[config.mk]
export PLATFORM = sky130hd
export DESIGN_NAME = priority_scan_encoder
export DESIGN_NICKNAME = d
export VERILOG_FILES = /design/src/rtl/priority_scan_encoder.sv
export SDC_FILE = /design/constraint.sdc
export NUM_CORES = 1
export LEC_CHECK = 0
export BUFFER_PORTS_ARGS = -buffer_cell sky130_fd_sc_hd__buf_2
export CELL_PAD_IN_SITES_DETAIL_PLACEMENT = 0
export CELL_PAD_IN_SITES_GLOBAL_PLACEMENT = 1
export CORE_ASPECT_RATIO = 1.25
export CORE_MARGIN = 3
export CORE_UTILIZATION = 40
export CTS_CLUSTER_DIAMETER = 200
export DETAILED_ROUTE_END_ITERATION = 8
export GPL_ROUTABILITY_DRIVEN = 0
export GPL_TIMING_DRIVEN = 0
export PLACE_DENSITY_LB_ADDON = 0.1
export SYNTH_ARGS = -nofsm -noshare
export SYNTH_HDL_FRONTEND = slang
export SYNTH_SLANG_ARGS = --single-unit
[constraint.sdc]
create_clock -name clk -period 5.3 [get_ports clk]
set_input_delay 0.53 -clock clk [delete_from_list [all_inputs] [get_ports clk]]
set_output_delay 0.53 -clock clk [all_outputs]
set_load 0.05 [all_outputs]
[src/rtl/priority_scan_encoder.sv]
// priority_scan_encoder
//
// Sequential priority encoder. It accepts a WIDTH-bit request vector over a
// valid/ready handshake. It then emits the index of every set bit, one per
// output beat, in priority order:
//   - MSB_FIRST=0: lowest index first.
//   - MSB_FIRST=1: highest index first.
// Each beat carries last/none flags and the popcount of the accepted vector.
// Input acceptance and output scanning never overlap. A new vector is taken
// only in IDLE.
//
// Ports:
//   clk        rising-edge clock
//   rst_n      synchronous active-low reset
//   in_vec     request vector, sampled on in_valid && in_ready
//   in_valid   in_vec is valid
//   in_ready   block can accept a vector (IDLE and no flush this cycle)
//   flush      synchronous abort of the current scan
//   out_idx    index of the current highest-priority pending bit
//   out_none   current beat stands for an all-zero input vector
//   out_last   current beat is the final beat of this vector
//   out_count  popcount of the accepted vector, constant across its beats
//   out_valid  output beat is valid
//   out_ready  downstream accepts the beat
module priority_scan_encoder #(
   parameter int WIDTH     = 8,
   parameter int IDX_W     = $clog2(WIDTH),
   parameter bit MSB_FIRST = 1'b0
) (
   input  logic             clk,
   input  logic             rst_n,
   input  logic [WIDTH-1:0] in_vec,
   input  logic             in_valid,
   output logic             in_ready,
   input  logic             flush,
   output logic [IDX_W-1:0] out_idx,
   output logic             out_none,
   output logic             out_last,
   output logic [IDX_W:0]   out_count,
   output logic             out_valid,
   input  logic             out_ready
);

   typedef enum logic {IDLE = 1'b0, SCAN = 1'b1} state_t;

   localparam logic [WIDTH-1:0] ONE = {{(WIDTH-1){1'b0}}, 1'b1};

   state_t           state, state_nxt;
   logic [WIDTH-1:0] pend, pend_nxt;
   logic [IDX_W:0]   cnt, cnt_nxt;
   logic [IDX_W-1:0] sel_idx;
   logic [WIDTH-1:0] sel_bit;
   logic             pend_zero;
   logic             pend_one;
   logic             scan;
   logic             take;

   // Index of the priority-selected set bit; 0 when nothing is pending.
   function automatic logic [IDX_W-1:0] pick(input logic [WIDTH-1:0] v);
      logic [IDX_W-1:0] r;
      r = '0;
      if (MSB_FIRST) begin
         for (int i = 0; i < WIDTH; i++)
            if (v[i]) r = IDX_W'(i);
      end else begin
         for (int i = WIDTH - 1; i >= 0; i--)
            if (v[i]) r = IDX_W'(i);
      end
      return r;
   endfunction

   // Number of set bits. The IDX_W+1 width holds WIDTH exactly.
   function automatic logic [IDX_W:0] popcount(input logic [WIDTH-1:0] v);
      logic [IDX_W:0] c;
      c = '0;
      for (int i = 0; i < WIDTH; i++)
         c = c + (IDX_W + 1)'(v[i]);
      return c;
   endfunction

   always_ff @(posedge clk) begin
      if (!rst_n) begin
         state <= IDLE;
         pend  <= '0;
         cnt   <= '0;
      end else begin
         state <= state_nxt;
         pend  <= pend_nxt;
         cnt   <= cnt_nxt;
      end
   end

   always_comb begin
      sel_idx   = pick(pend);
      sel_bit   = ONE << sel_idx;
      pend_zero = (pend == '0);
      // Exactly one bit set: non-zero, and clearing the lowest set bit leaves nothing.
      pend_one  = !pend_zero && ((pend & (pend - ONE)) == '0);
      scan      = (state == SCAN);

      // A zero vector is a single beat that is both "none" and "last".
      in_ready  = (state == IDLE) && !flush;
      out_valid = scan;
      out_idx   = sel_idx;
      out_none  = scan && pend_zero;
      out_last  = scan && (pend_one || pend_zero);
      out_count = cnt;
      take      = in_valid && in_ready;

      state_nxt = state;
      pend_nxt  = pend;
      cnt_nxt   = cnt;

      case (state)
         IDLE: begin
            if (take) begin
               state_nxt = SCAN;
               pend_nxt  = in_vec;
               cnt_nxt   = popcount(in_vec);
            end
         end
         SCAN: begin
            // flush wins over a simultaneous handshake. That beat still counts
            // as delivered downstream, and nothing further is emitted.
            if (flush) begin
               state_nxt = IDLE;
               pend_nxt  = '0;
            end else if (out_ready) begin
               pend_nxt = pend & ~sel_bit;
               if (out_last) state_nxt = IDLE;
            end
         end
         default: begin
            state_nxt = IDLE;
            pend_nxt  = '0;
         end
      endcase
   end

endmodule

# Word-level counts from Yosys, hierarchy flattened
# Index checks and enable logic that the tools add are counted.
# word_totals
regBits,13
inputBits,13
out_inout_bits,11
wordCells,47
# op_classes
addsub,8
n_eq_ne,2
shifts,1
n_mux,17
bitwise,4
reduce_logical,12
# ops
operator,count
$mux 3,8
$mux 8,3
$add 4x1->4,4
$and 8x8->8,2
$logic_not 8->1,2
$pmux 8 s2,1
$not 8->8,1
$shl 1x3->8 const A,1
$sub 8x1->8 const B,1
$logic_and 1x1->1,5
$add 3x1->4,1
$mux 1,4
$reduce_and 2->1,2
$add 2x1->3,1
$ne 3x3->1 const B,1
$add 1x1->2,1
$logic_not 1->1,2
$ne 2x2->1 const B,1
$pmux 1 s2,1
$logic_or 1x1->1,1
$not 1->1,1

# Depth between registers and ports, before layout
# depth
ltp_word,14
depth_mapped,11
ltp_nobuf,11

# Worst setup path before layout
# Ideal clock, no wire load.
# synth_timing
path_type,input-to-reg
startpoint,in in_vec[0]
endpoint,reg cnt[2] (netlist: out_count[2])
setup_ns,0.115
arrival_time_ns,2.939
required_time_ns,5.185
setup_slack_ns,2.246
cell_stages,11
cell_sequence,fa_1 -> inv_1 -> fa_1 -> fa_1 -> inv_1 -> ha_1 -> inv_1 -> fa_1 -> xor2_1 -> o21ai_0 -> and2_1
# synth_between
elab_chain_cells,7
# synth_lines
item,line_no,rtl
"start, declared",32,"input logic [WIDTH-1:0] in_vec,"
$add 1x1->2,77,c = c + (IDX_W + 1)'(v[i]);
$add 2x1->3,77,
$add 3x1->4,77,
$add 4x1->4 (4 in a row),77,
"end signal, assigned",89,cnt <= cnt_nxt;
"end, declared",50,"logic [IDX_W:0] cnt, cnt_nxt;"
# No other way between the ends.
# A chain may end at the register's enable or synchronous reset.

# Worst setup path in the final report
# Same ends and word-level chain as after synthesis.

==> metrics.txt <==
# clock sinks=13; Die Height=60.5 um; Pre-antenna DRT Iters=4; crit-path cells=buf_2 > fa_1 > inv_1 > fa_1 > fa_1 > inv_1 > ha_1 > inv_1 > fa_1 > xor2_1 > o21ai_0 > and2_1; Hold Path Class=flop to flop; vias in the first global route=868; Die W=49.6 um; global-route wire length before repair=3.73 mm; Yosys top cell area share=27.4%; CP Launch Type=input pin; Syn Inst Count=120; Final Skew=0.00155 ns; final worst slack=2.26 ns; Fmax=329 MHz; sequential area share after synthesis=27.4%; RSZ-0062 raised after global routing=no; Antenna Cells=0; synthesis-to-finish area growth=19.0%; hold_ws=0.476 ns; Tcrit/Tclk final=57.3%; Residual DRC=0; VDD IR max=0.158 mV; largest net degree at the start of global routing=11; Final Core Density=50.6%; CP bufs+invs=4; WP data required=5.47 ns; dpl cell area=1100 um2; nets=168; routed vias=922; setup TNS=0 ns; H-tree depth=1; GR Overflow Total=0; Hold Vio Cnt, Final=0; # hold bufs at CTS=0; Avg Cell Area, Syn=7.91 um2; Final Cell Area=1130 um2; Syn Std Cell Area=950 um2; Leak=0.000532 uW; min Tclk post-route=3.04 ns; cell area power density=250 nW/um2; initial antenna violation count=0; CTS root buf=clkbuf_4; Setup Buffers After CTS=0; Max-slew headroom=69.9%; Core Region=2230 um2; Crit Path Category=input pin to flop; Synthesized Nets=140; Worst Tran Pin Value=0.447 ns; top post-synthesis cells by area=dfxtp_1 27%, fa_1 8.4%, inv_1 5.5%; Worst-path clk slew=0.08 ns; crit-path leading delay family=adder cells; fin. max-slew vios=0; die area=3000 um2; Critical Path End Type=flop; cell repeated most along the worst path=fa_1; CTS tree=done; CTS Buf Count=3; slowest stage cell, crit path=fa_1; DP Worst Slack=1.96 ns; Yosys cell types=37; CTS resizes=0; share of cells above drive strength 1=21.8%; Max-Cap Viols=0; WL final=2.21 mm; Setup violations, final=0; WL/cell=12.4 um; FP Rows=19; Yosys top cell by area=dfxtp_1; FF+latch count, synth=13; synth warn=0; DR iter-0 viols=22; Crit path largest cell delay=0.54 ns; crit path max fanout=2; Arr. time, crit path=3.21 ns; Final ANT Viol Nets=0; worst-case clock buffer depth=2; Ports=24; Clock Latency Late Sink=0.27 ns; status=finished clean; DP Wirelength=1.82 mm; DR vias/cell=5.18; total global-route track usage=16.5%; Initial Util=42.5%; port bufs=23
final cells by class:
type / instances / area, um2
Tap cell: 31 / 38.8
Multi-Input combinational cell: 85 / 596
Clock buffer: 4 / 26.3
Fill cell: 253 / 1100
Inverter: 14 / 52.6
Buffer: 8 / 41.3
Sequential cell: 13 / 260
Timing Repair Buffer: 23 / 115
cells in the final DEF (no fill, tap or decap), types with 2 or more instances in the layout:
| master | count |
|---|---|
| a21boi_0 | 4 |
| a21oi_1 | 8 |
| a22oi_1 | 2 |
| and2_1 | 2 |
| buf_2 | 25 |
| clkbuf_1 | 5 |
| clkbuf_4 | 3 |
| dfxtp_1 | 13 |
| fa_1 | 4 |
| ha_1 | 3 |
| inv_1 | 14 |
| maj3_1 | 2 |
| nand2_1 | 7 |
| nand2b_1 | 2 |
| nand3_1 | 5 |
| nor2_1 | 12 |
| nor2b_1 | 5 |
| nor3_1 | 3 |
| nor4_1 | 2 |
| nor4b_1 | 2 |
| o2111ai_1 | 2 |
| o211ai_1 | 2 |
| o21ai_0 | 4 |
| o22ai_1 | 2 |
synth_stat cells:
master     instances
o22ai_1            2
or3b_1             1
o211a_1            1
nand2_1            7
inv_1             14
nor4b_1            2
nor3b_1            1
o21bai_1           1
o211ai_1           2
and3_1             1
nor2b_1            5
o21ai_0            4
clkbuf_1           4
fa_1               4
nor2_1            12
nor3_2             1
and2_1             2
clkbuf_2           1
maj3_1             2
o2111ai_1          2
a21boi_0           4
or4_4              1
a32oi_1            1
dfxtp_1           13
xor2_1             1
o31ai_1            1
buf_2              2
ha_1               3
a2111o_1           1
and4bb_1           1
nor3_1             3
nand3_1            5
nand2b_1           2
nor4_1             2
a22oi_1            2
a21oi_1            8
buf_6              1
per-layer routing:
metal | track usage [%] | vias to the layer above | wire (um)
met5 | 0 | - | 0
met3 | 1.72 | 7 | 86
met4 | 8.30 | 0 | 44
met2 | 30.2 | 25 | 1090
li1 | - | 473 | -
met1 | 19.1 | 417 | 986
report_power, final:
part	internal (uW)	switching, uW
logic	41.1	72.8
clock network	29.2	32.2
registers	103	3.84
path summary, 6_finish.rpt:
| path | start | end | slack, ns | cells after the start |
|---|---|---|---|---|
| worst max-delay path | in_vec[0] | out_count[2] | 2.26 | 12 |
| worst min-delay path | out_count[0] | out_count[0] | 0.48 | 2 |
| worst max register to register | pend[2] | out_valid | 3.64 | 5 |
| worst min register to register | out_count[0] | out_count[0] | 0.48 | 2 |
state kept, by name, summed over array words and instances (netlist names):
register and cells:
out_valid 1, pend 8, out_count 4
cells by family after synthesis:
logic type	after synthesis	share of synthesized area [%]
AOI/OAI and AO/OA	29	20.6
xor gates and xnor gates	1	0.922
DFF	13	27.4
and+or+nand+nor	46	26.7
adders and majority gates	9	14.5
buffers and inverters	22	9.88
metrics by stage:
step / power, uW / std cells
final: 283 / 178
after CTS: 287 / 178
after detailed placement: 224 / 174
after floorplan: 193 / 120
after global routing: 303 / 178
after global placement: 222 / 174
worst min-delay path: stages (launching register included):
cell and delay [ns]:
dfxtp_1 0.31, nand2_1 0.05, a21boi_0 0.07
(Power assumes the default switching activity.)
